[src/rtl/fetch_pkg.sv]
// Shared definitions for the instruction fetch controller: FSM encoding and the
// instruction shown to decode when no real instruction has been fetched yet.
package fetch_pkg;

    typedef enum logic [1:0] {
        S_FETCH = 2'd0,
        S_WAIT  = 2'd1,
        S_HOLD  = 2'd2
    } fetch_state_t;

    // addi x0, x0, 0
    localparam logic [31:0] NOP_INSTR = 32'h0000_0013;

endpackage

[src/rtl/fetch_skid_buf.sv]
// One-entry {instr, pc} holding slot used when a response arrives while decode
// is stalled on a live instruction.
module fetch_skid_buf #(
    parameter int unsigned DATA_WIDTH    = 32,
    parameter int unsigned ADDRESS_WIDTH = 32
) (
    input  logic                     clk,
    input  logic                     rst,
    input  logic                     i_load,
    input  logic                     i_unload,
    input  logic                     i_flush,
    input  logic [DATA_WIDTH-1:0]    i_instr,
    input  logic [ADDRESS_WIDTH-1:0] i_pc,
    output logic                     o_valid,
    output logic [DATA_WIDTH-1:0]    o_instr,
    output logic [ADDRESS_WIDTH-1:0] o_pc
);

    logic                     r_valid;
    logic [DATA_WIDTH-1:0]    r_instr;
    logic [ADDRESS_WIDTH-1:0] r_pc;

    // Flush wins over load so a redirect never leaves a stale entry behind.
    always_ff @(posedge clk) begin
        if (rst) begin
            r_valid <= 1'b0;
            r_instr <= '0;
            r_pc    <= '0;
        end else if (i_flush) begin
            r_valid <= 1'b0;
        end else if (i_load) begin
            r_valid <= 1'b1;
            r_instr <= i_instr;
            r_pc    <= i_pc;
        end else if (i_unload) begin
            r_valid <= 1'b0;
        end
    end

    assign o_valid = r_valid;
    assign o_instr = r_instr;
    assign o_pc    = r_pc;

endmodule

[src/rtl/fetch_ctrl.sv]
// Instruction fetch sequencer: owns the PC, keeps one request outstanding to
// instruction memory and feeds decode through a registered stage plus skid slot.
module fetch_ctrl
    import fetch_pkg::*;
#(
    parameter int unsigned               ADDRESS_WIDTH = 32,
    parameter int unsigned               DATA_WIDTH    = 32,
    parameter logic [ADDRESS_WIDTH-1:0]  RESET_PC      = '0
) (
    input  logic                     clk,
    input  logic                     rst,
    input  logic                     pc_src_e,
    input  logic [ADDRESS_WIDTH-1:0] pc_target_e,
    input  logic                     stall_d,
    output logic                     imem_req,
    output logic [ADDRESS_WIDTH-1:0] imem_addr,
    input  logic                     imem_gnt,
    input  logic                     imem_rvalid,
    input  logic [DATA_WIDTH-1:0]    imem_rdata,
    output logic                     valid_d,
    output logic [DATA_WIDTH-1:0]    instr_d,
    output logic [ADDRESS_WIDTH-1:0] pc_d,
    output logic [ADDRESS_WIDTH-1:0] pc_plus4_d,
    output logic [1:0]               dbg_state
);

    localparam logic [ADDRESS_WIDTH-1:0] PC_STEP = ADDRESS_WIDTH'(4);

    fetch_state_t             r_state, w_next_state;
    logic [ADDRESS_WIDTH-1:0] r_pc_q, r_req_pc;
    logic                     r_drop;
    logic                     r_valid_d;
    logic [DATA_WIDTH-1:0]    r_instr_d;
    logic [ADDRESS_WIDTH-1:0] r_pc_d, r_pc_plus4_d;

    logic                     w_req, w_grant, w_consume, w_resp_live;
    logic                     w_load_out, w_load_skid, w_unload_skid;
    logic                     w_skid_valid;
    logic [DATA_WIDTH-1:0]    w_skid_instr;
    logic [ADDRESS_WIDTH-1:0] w_skid_pc;

    always_ff @(posedge clk) begin
        if (rst) r_state <= S_FETCH;
        else     r_state <= w_next_state;
    end

    always_comb begin
        w_next_state = r_state;
        case (r_state)
            S_FETCH: if (w_grant) w_next_state = S_WAIT;
            S_WAIT: begin
                if (imem_rvalid) begin
                    if (w_load_skid) w_next_state = S_HOLD;
                    else             w_next_state = S_FETCH;
                end
            end
            S_HOLD:  if (pc_src_e || !stall_d) w_next_state = S_FETCH;
            default: w_next_state = S_FETCH;
        endcase
    end

    // A response is only live if it was not made stale by an earlier or
    // simultaneous redirect.
    always_comb begin
        w_req         = !rst && (r_state == S_FETCH) && !(r_valid_d && stall_d);
        w_grant       = w_req && imem_gnt;
        w_consume     = r_valid_d && !stall_d;
        w_resp_live   = (r_state == S_WAIT) && imem_rvalid && !r_drop && !pc_src_e;
        w_load_out    = w_resp_live && (!r_valid_d || !stall_d);
        w_load_skid   = w_resp_live && r_valid_d && stall_d;
        w_unload_skid = (r_state == S_HOLD) && w_skid_valid && !stall_d && !pc_src_e;
    end

    always_ff @(posedge clk) begin
        if (rst) begin
            r_pc_q   <= RESET_PC;
            r_req_pc <= '0;
            r_drop   <= 1'b0;
        end else begin
            if (pc_src_e)     r_pc_q <= pc_target_e;
            else if (w_grant) r_pc_q <= r_pc_q + PC_STEP;

            if (w_grant) r_req_pc <= r_pc_q;

            if (w_grant)
                r_drop <= pc_src_e;
            else if (r_state == S_WAIT) begin
                if (imem_rvalid)   r_drop <= 1'b0;
                else if (pc_src_e) r_drop <= 1'b1;
            end
        end
    end

    always_ff @(posedge clk) begin
        if (rst) begin
            r_valid_d    <= 1'b0;
            r_instr_d    <= DATA_WIDTH'(NOP_INSTR);
            r_pc_d       <= '0;
            r_pc_plus4_d <= '0;
        end else if (pc_src_e) begin
            r_valid_d <= 1'b0;
        end else if (w_load_out) begin
            r_valid_d    <= 1'b1;
            r_instr_d    <= imem_rdata;
            r_pc_d       <= r_req_pc;
            r_pc_plus4_d <= r_req_pc + PC_STEP;
        end else if (w_unload_skid) begin
            r_valid_d    <= 1'b1;
            r_instr_d    <= w_skid_instr;
            r_pc_d       <= w_skid_pc;
            r_pc_plus4_d <= w_skid_pc + PC_STEP;
        end else if (w_consume) begin
            r_valid_d <= 1'b0;
        end
    end

    fetch_skid_buf #(
        .DATA_WIDTH    (DATA_WIDTH),
        .ADDRESS_WIDTH (ADDRESS_WIDTH)
    ) u_skid (
        .clk      (clk),
        .rst      (rst),
        .i_load   (w_load_skid),
        .i_unload (w_unload_skid),
        .i_flush  (pc_src_e),
        .i_instr  (imem_rdata),
        .i_pc     (r_req_pc),
        .o_valid  (w_skid_valid),
        .o_instr  (w_skid_instr),
        .o_pc     (w_skid_pc)
    );

    assign imem_req   = w_req;
    assign imem_addr  = r_pc_q;
    assign valid_d    = r_valid_d;
    assign instr_d    = r_instr_d;
    assign pc_d       = r_pc_d;
    assign pc_plus4_d = r_pc_plus4_d;
    assign dbg_state  = r_state;

endmodule

[config.mk]
export PLATFORM = sky130hd
export DESIGN_NAME = fetch_ctrl
export DESIGN_NICKNAME = d
export VERILOG_FILES = /design/src/rtl/fetch_pkg.sv /design/src/rtl/fetch_skid_buf.sv /design/src/rtl/fetch_ctrl.sv
export SDC_FILE = /design/constraint.sdc
export NUM_CORES = 1
export LEC_CHECK = 0
export CORE_MARGIN = 3
export CORE_UTILIZATION = 47
export CTS_CLUSTER_DIAMETER = 120
export DETAILED_ROUTE_END_ITERATION = 12
export PLACE_DENSITY = 0.77
export SYNTH_ARGS = -nofsm -noshare
export SYNTH_HDL_FRONTEND = slang
export SYNTH_SLANG_ARGS = --single-unit
[constraint.sdc]
create_clock -name clk -period 4.1 [get_ports clk]
set_input_delay 1.025 -clock clk [delete_from_list [all_inputs] [get_ports clk]]
set_output_delay 1.025 -clock clk [all_outputs]
set_load 0.1 [all_outputs]
After elaboration in Yosys (flattened, before gate mapping)

Cells that the tools add are included.

Bits of input ports: 70
Register bits after elaboration: 229
Output and inout port bits: 132

Reduce and logical (&&, ||, !) cells: 34
$add $sub $neg: 3
Muxes and demuxes: 22
Eq/ne operators: 5
Bitwise gates (word level): 1

Operator list:

| cell                                                 | count |
|---|---|
| 2-to-1 mux 32 bit                                    | 8 |
| adder 32 x 3 -> 32 bit (second input constant)       | 3 |
| logical AND 1 bit                                    | 14 |
| 2-to-1 mux 1 bit                                     | 9 |
| 2-to-1 mux 2 bit                                     | 4 |
| nonzero test 2 bit                                   | 4 |
| zero test 1 bit                                      | 6 |
| != test 2 bit (second input constant)                | 3 |
| case mux 2 bit (3 select lines)                      | 1 |
| AND reduction 2 bit                                  | 3 |
| nonzero test 3 bit                                   | 2 |
| AND reduction 3 bit                                  | 1 |
| equality test 2 x 1 -> 1 bit (second input constant) | 1 |
| equality test 2 bit (second input constant)          | 1 |
| zero test 2 bit                                      | 1 |
| logical OR 1 bit                                     | 2 |
| OR reduction 2 bit                                   | 1 |
| inverter 1 bit                                       | 1 |

Longest topological paths before layout

Gate-level depths: netlist of run 1.

Word-level depth: 9
Mapped depth: 15

Cells and area by module

From an unflattened synthesis of run 1, not the netlist that was laid out.

Cells, all modules: 1,298
Area, all modules: 11,213.3 um^2

Modules (own cells, without submodules):

| module         | times used | cells each | area an instance (um^2) | seq. area each (um^2) |
|---|---|---|---|---|
| fetch_ctrl     | 1          | 1,002      | 7,945.1                 | 3,243.1 |
| fetch_skid_buf | 1          | 296        | 3,268.1                 | 1,301.2 |

Worst setup path after synthesis of run 1

No wires, ideal clock.

Path type: in2reg
Start: input port pc_src_e
End: register r_pc_plus4_d[22], in the netlist pc_plus4_d[22]
Setup time: 0.122 ns
Data arrival time: 3.983 ns
Path slack: -0.005 ns
Data required time: 3.978 ns
Cell stages on the path: 14
Cells stage by stage: buf_6 > or3b_4 > nor3_4 > buf_2 > buf_2 > nand2_1 > nand2_1 > ha_1 > nand3_1 > a311oi_1 > a41oi_2 > or2_4 > o31a_1 > a311o_1

Longest elaborated chain between the ends: 5

Ends and longest elaborated chain:

| what                          | RTL line                           | RTL |
|---|---|---|
| start: declaration            | fetch_ctrl.sv:12                   | `input logic pc_src_e,` |
| zero test 1 bit               | fetch_ctrl.sv:68, fetch_ctrl.sv:71 |  |
| logical AND 1 bit             | fetch_ctrl.sv:68                   | `w_resp_live = (r_state == S_WAIT) && imem_rvalid && !r_drop && !pc_src_e;` |
| logical AND 1 bit             | fetch_ctrl.sv:69                   | `w_load_out = w_resp_live && (!r_valid_d \|\| !stall_d);` |
| nonzero test 2 bit (no line)  | -                                  |  |
| AND reduction 2 bit (no line) | -                                  |  |
| end signal: assignment        | fetch_ctrl.sv:106                  | `r_pc_plus4_d <= r_req_pc + PC_STEP;` |
| end signal: assignment        | fetch_ctrl.sv:111                  | `r_pc_plus4_d <= w_skid_pc + PC_STEP;` |
| end: declaration              | fetch_ctrl.sv:34                   | `logic [ADDRESS_WIDTH-1:0] r_pc_d, r_pc_plus4_d;` |

Several ways; a longest one is shown, not always the timed one.
A chain may end at the register's enable or synchronous reset.

Final worst setup path of run 1

Start: input port pc_src_e
End: register r_pc_plus4_d[24], in the netlist pc_plus4_d[24]

The elaborated chain is that of the path after synthesis.

==> flow_summary.json, run 1 <==
{
  "seq_area_mm2": 0.00454,
  "synth-edff-count": 0,
  "start_util_pct": 48.8,
  "period_needed_ns": 3.72,
  "clkTransAtPathRegs_ns": 0.06,
  "cp.required_ns": 4.53,
  "drcViolationCount": 0,
  "portBuffers": 201,
  "htree_levels": 1,
  "cp_common_cell": "nand2_1",
  "start_kind": "input port",
  "fp.dieW_um": 152,
  "fmax_mhz": 269,
  "synth_top_family_by_area": "simple AND/OR/NAND/NOR gates",
  "cts_buffers": 24,
  "synth_xor_area_share_pct": 3.65,
  "fillers": 1750,
  "cellLeakagePower_nw": 4.47,
  "holdBufCountCts": 0,
  "wirelength_mm": 29.9,
  "ys.flop_type": "dfxtp_1",
  "ctsResizeCount": 0,
  "p_sw_mw": 1.34,
  "synth.largest_area_cell": "dfxtp_1",
  "ys_async_sr_fraction_pct": 0,
  "antenna_found_initial": 1,
  "intPower_mw": 3.72,
  "worst_slack_ns": 0.380,
  "power_frac_comb_pct": 11.7,
  "layout_worst_path_cycle_share_pct": 90.7,
  "critPathMaxFanout": 4,
  "crit_arrival_ns": 4.15,
  "ant_nets": 0,
  "dr.first_iter.drc_count": 960,
  "drive_gt1_share_pct": 6.91,
  "grt_pass1_vias": 9071,
  "cts_root_buf": "clkbuf_16",
  "critPathMaxStageDelay_ns": 0.47,
  "relSlewSlack_pct": 31.5,
  "slowest_stage": "clkdlybuf4s50_1",
  "synth_mux_area_share_pct": 3.73,
  "ys_seq_area_share_pct": 45.1,
  "powerDensity_mw_per_mm2": 386,
  "diodes": 0,
  "final_hold_viol_count": 0,
  "synthTopCellsByCount": "298 x nand2_1, 227 x dfxtp_1, 122 x a21oi_1",
  "hpwl_mm": 21.0,
  "synthTopCellsByArea": "dfxtp_1 45%, nand2_1 11%, a21oi_1 6.1%",
  "vdd_drop_max_mv": 0.274,
  "clockPowerShare_pct": 42.2,
  "seq_power_share_pct": 46.0,
  "syn2layout_area_growth_pct": 30.3,
  "min_path_type": "flop to flop",
  "ioPinCount": 202,
  "ff2ff_path_depth": 12,
  "grt_usage_pct": 24.6,
  "tightest_slew_ns": 1.02,
  "synth-compound-area-share_pct": 17.5,
  "wire_per_inst_um": 17.4,
  "gp_congestion": 0.948,
  "setup_viol": 0,
  "vias": 9826,
  "synth_adder_area_share_pct": 0.248,
  "clock-sinks": 227,
  "core_area_mm2": 0.0206,
  "cts_tree": "done",
  "clock_latency_ns": 0.52,
  "drv_cap": 0,
  "postSynthAreaPerCell_um2": 7.95,
  "yosysMostFrequentCell": "nand2_1",
  "multi_input_area_mm2": 0.00506,
  "rsz0062_at_grt": "false",
  "critical_path.endpoint_type": "flop",
  "syn_nets": 1339,
  "finalPower_mw": 5.06,
  "grt_start_max_net_pins": 97,
  "synth-simple-area-share_pct": 24.8,
  "holdPathStages": 2,
  "synth_top_area_share_pct": 45.1,
  "fin_nets": 1503,
  "die_h_um": 152,
  "viasPerCell": 5.72,
  "finalClockSkew_ns": 0.0205,
  "crit_chain": "clkdlybuf4s50_1 -> or3b_4 -> nor3_4 -> nand2_1 -> nand2_1 -> ha_1 -> nand3_1 -> or3_1 -> nor4_1 -> a32oi_1 -> xnor2_1 -> a211oi_1",
  "netlist_instances": 1267,
  "synth_warnings": 0,
  "clock_path_buffers": 3,
  "synth_seq_cells": 227,
  "grt_pass1_wl_mm": 48.6,
  "synth.cell_area_mm2": 0.0101,
  "grt_overflow": 0,
  "swShare_pct": 26.5,
  "dr.pass1.iters": 5,
  "post_cts_buffers": 0,
  "dp_slack_ns": -0.0536,
  "synth.distinct_cells": 59,
  "final_max_slew_viol_count": 0,
  "dieArea_mm2": 0.0232,
  "outcome": "completed",
  "worstSetupPathType": "input port to flop",
  "rows": 52
}
-- registers in the layout, indices dropped and copies added (netlist names) --
signal          flops
imem_addr          32
instr_d            32
pc_d               32
r_req_pc           32
u_skid.o_instr     32
u_skid.o_pc        32
pc_plus4_d         30
dbg_state           2
r_drop              1
u_skid.o_valid      1
valid_d             1
-- worst max-delay path: cells and delay by family --
family | cells | cell delay [ns]
compound gates | 2 | 0.42
xor+xnor | 1 | 0.16
fa+ha+maj | 1 | 0.23
buf+inv | 1 | 0.47
simple gates | 7 | 1.84
-- power by group through the flow --
stage               Clock, mW  Sequential [mW]  Combinational, mW
finish                   2.14             2.33              0.594
global placement            0             2.37              0.589
floorplan                   0             2.60              0.164
global route             2.27             2.34              0.623
CTS                      2.17             2.33              0.595
detailed placement          0             2.38              0.593
-- cells in the final DEF (no fill, tap or decap), types with 31 or more instances in the layout --
cell type / netlist / layout
clkdlybuf4s50_1: 0 / 198
a21oi_1: 122 / 122
nand2_1: 298 / 297
nor2_1: 98 / 96
a211oi_1: 41 / 41
nand3_1: 60 / 58
dfxtp_1: 227 / 227
a22oi_1: 31 / 31
mux2i_1: 33 / 33
nand4_1: 31 / 31
xnor2_1: 31 / 31
buf_4: 6 / 40
-- logic make-up after synthesis --
logic type | after synthesis
simple gates | 567
compound gates | 274
flops | 227
buf+inv | 118
xor+xnor | 42
mux | 37
fa+ha+maj | 2
-- stage by stage --
| stage | std cells | instance area [um^2] | util (%) | TNS [ns] | hold WS, ns |
|---|---|---|---|---|---|
| after floorplan | 1267 | 10100 | - | 0 | 0.436 |
| after global placement | 1675 | 12300 | 59.8 | 0 | 0.441 |
| after detailed placement | 1675 | 12300 | 59.8 | -0.0536 | 0.444 |
| after CTS | 1717 | 13100 | 63.6 | 0 | 0.451 |
| after global routing | 1717 | 13100 | 63.6 | 0 | 0.472 |
| final | 1717 | 13100 | 63.6 | 0 | 0.448 |
-- area by class of cell --
type	count	share of cell area [%]
clock buffer	37	5.57
timing repair buffer	241	17.8
tap	270	2.57
sequential	227	34.6
multi-input combinational	922	38.6
inverter	15	0.429
clock inverter	5	0.400
-- final timing paths --
check | from | end | slack, ns
min reg2reg | pc_plus4_d[6] | pc_plus4_d[6] | 0.45
max | pc_src_e | pc_plus4_d[24] | 0.38
min | pc_plus4_d[6] | pc_plus4_d[6] | 0.45
max reg2reg | dbg_state[0] | pc_plus4_d[24] | 1.01
-- metal layers --
layer	routed length (um)	GRT usage, %	share of wire (%)
met1	13700	36.6	46
met4	600	5.44	2.0
met3	2550	4.23	8.5
met5	13	0	0.044
met2	13000	37.5	44
No activity file was read; power rests on OpenSTA's default activity.
==> run 2: changes to the inputs <==
--- a/config.mk
+++ b/config.mk
@@ -6,10 +6,12 @@
 export NUM_CORES = 1
 export LEC_CHECK = 0
 export CORE_MARGIN = 3
-export CORE_UTILIZATION = 47
+export CORE_UTILIZATION = 55
 export CTS_CLUSTER_DIAMETER = 120
 export DETAILED_ROUTE_END_ITERATION = 12
-export PLACE_DENSITY = 0.77
+export DONT_BUFFER_PORTS = 1
+export GPL_TIMING_DRIVEN = 0
+export PLACE_DENSITY = 0.73
 export SYNTH_ARGS = -nofsm -noshare
 export SYNTH_HDL_FRONTEND = slang
 export SYNTH_SLANG_ARGS = --single-unit
==> run 2 against run 1 <==
  * Critical path depth rose by 3
  * Highest routed layer is now met4
  * Cell count decreased by 10%
  * Maximum frequency shrank 4.9%
  * First-iteration DRC count fell by 26%
  * Combinational power down 60%
  * Hold slack gained 0.0071 ns
==> flow_summary.json, run 2 (synthesis results as in run 1) <==
{
  "outcome": "completed",
  "ioPinCount": 202,
  "cts_root_buf": "clkbuf_16",
  "final_common_cell": "nand2_1",
  "tns_ns": 0,
  "worstSetupPathType": "flop to flop",
  "holdWs_ns": 0.455,
  "r2r-end": "pc_plus4_d[22]",
  "portBuffers": 0,
  "final_max_slew_viol_count": 0,
  "grt_start_max_net_pins": 14,
  "diodes": 0,
  "rows": 48,
  "mostFrequentLayoutCells": "297 x nand2_1, 224 x dfxtp_1, 122 x a21oi_1",
  "dr.first_iter.drc_count": 711,
  "holdPathStages": 2,
  "min_to": "u_skid.o_instr[28]",
  "period_needed_ns": 3.91,
  "cellLeakagePower_nw": 3.77,
  "clkTransAtPathRegs_ns": 0.06,
  "ant_nets": 0,
  "tightest_slew_ns": 1.17,
  "vias": 9443,
  "crit_chain": "nor2b_1 -> clkbuf_4 -> nand3_2 -> buf_4 -> buf_4 -> buf_2 -> mux2i_1 -> inv_1 -> ha_2 -> nand3_1 -> nor2_2 -> a41oi_4 -> or2_4 -> o31a_1 -> a311o_1",
  "crit_arrival_ns": 4.32,
  "start_util_pct": 57.2,
  "critPathMaxStageDelay_ns": 0.58,
  "die_h_um": 141,
  "critPathMaxFanout": 10,
  "dr.pass1.iters": 7,
  "clock_latency_ns": 0.52,
  "critical_path.endpoint_type": "flop",
  "grt_pass1_wl_mm": 48.0,
  "setup_viol": 0,
  "slowest_stage": "dfxtp_4",
  "cp_common_cell": "buf_4",
  "final_hold_viol_count": 0,
  "cp.required_ns": 4.51,
  "wirelength_mm": 31.0,
  "viasPerCell": 6.14,
  "fillers": 1614,
  "cts_tree": "done",
  "syn2layout_area_growth_pct": 11.7,
  "grt_usage_pct": 29.7,
  "gp_congestion": 0.970,
  "core_area_mm2": 0.0176,
  "drv_cap": 0,
  "start_kind": "flop",
  "r2r_start": "dbg_state[0]",
  "finalClockSkew_ns": 0.00453,
  "htree_levels": 1,
  "dieArea_mm2": 0.0200,
  "relSlewSlack_pct": 22.1,
  "hpwl_mm": 23.1,
  "antenna_found_initial": 0,
  "min_path_type": "flop to flop",
  "fin_nets": 1369,
  "finalPower_mw": 4.96,
  "fmax_mhz": 256,
  "drcViolationCount": 0,
  "clock_path_buffers": 3,
  "ff2ff_path_depth": 15,
  "dp_slack_ns": -0.753,
  "wire_per_inst_um": 20.1,
  "grt_pass1_vias": 8625,
  "fp.dieW_um": 141,
  "layout_worst_path_cycle_share_pct": 95.5,
  "powerDensity_mw_per_mm2": 441,
  "vdd_drop_max_mv": 0.353,
  "rsz0062_at_grt": "false",
  "final_core_util_pct": 63.9,
  "drive_gt1_share_pct": 6.62,
  "clock-sinks": 227,
  "worst_slack_ns": 0.186,
  "grt_overflow": 0,
  "cts_buffers": 23,
  "hp-start": "u_skid.o_instr[28]",
  "holdBufCountCts": 0,
  "setup.reg_to_reg.worst_slack_ns": 0.19
}
## run 2: cell types whose count changed in the layout (fill, tap and decap cells not counted), moves of 7 or more
cell             before  now
clkdlybuf4s50_1     198    0
buf_2                 0   15
buf_1                 0    7
buf_4                40   10
clkbuf_1              6   81
## run 2: power breakdown
| group | switching [mW] | internal, mW |
|---|---|---|
| logic | 0.157 | 0.0774 |
| registers | 0.319 | 2.26 |
| clock network | 0.863 | 1.29 |
## run 2: what timing repair did
item / in CTS / in global routing
setup endpoints to repair: 11 / 4
resized for setup: 8 / 8
setup buffers: 1 / 2
pin swaps: 1 / 2
## run 2: per-layer routing
layer | vias up | global-route usage (%) | part of all wire, % | routed length [um]
met5 | - | 0 | 0 | 0
met4 | 0 | 8.16 | 2.4 | 737
met1 | 4407 | 42.8 | 44 | 13600
met3 | 58 | 7.79 | 10 | 3200
li1 | 4515 | - | - | -
met2 | 463 | 44.1 | 43 | 13400
## run 2: worst max-delay path by stage
stage / from / end / slack (ns) / cells past startpoint
floorplan: pc_src_e / pc_plus4_d[22] / 0.04 / 14
global placement: valid_d / pc_plus4_d[24] / -0.74 / 14
detailed placement: valid_d / pc_plus4_d[24] / -0.75 / 14
CTS: pc_src_e / pc_plus4_d[22] / 0.03 / 15
global route: dbg_state[0] / pc_plus4_d[22] / 0.02 / 15
finish: dbg_state[0] / pc_plus4_d[22] / 0.19 / 15
## run 2: worst max-delay path, delay by kind of cell (launching register included)
kind / cells / cell delay [ns]
AND/OR/NAND/NOR: 5 / 1.05
adder cells (fa/ha/maj): 1 / 0.25
AO/OA/AOI/OAI: 3 / 0.81
flip-flops: 1 / 0.58
buffers and inverters: 5 / 0.94
multiplexers: 1 / 0.17
## run 2: final cells by class
class | count | area (um^2) | share of cell area [%]
timing repair buffer | 5 | 53.8 | 0.478
multi-input combinational | 922 | 5080 | 45.2
inverter | 15 | 56.3 | 0.501
buffer | 103 | 443 | 3.94
tap | 225 | 282 | 2.50
sequential | 227 | 4560 | 40.5
clock inverter | 4 | 73.8 | 0.656
clock buffer | 38 | 702 | 6.24
## run 2: metrics by stage
stage	cells	cell area, um^2
4_1_cts	1537	11200
3_3_place_gp	1492	10400
5_1_grt	1539	11200
2_1_floorplan	1267	10100
3_5_place_dp	1494	10400
6_report	1539	11200
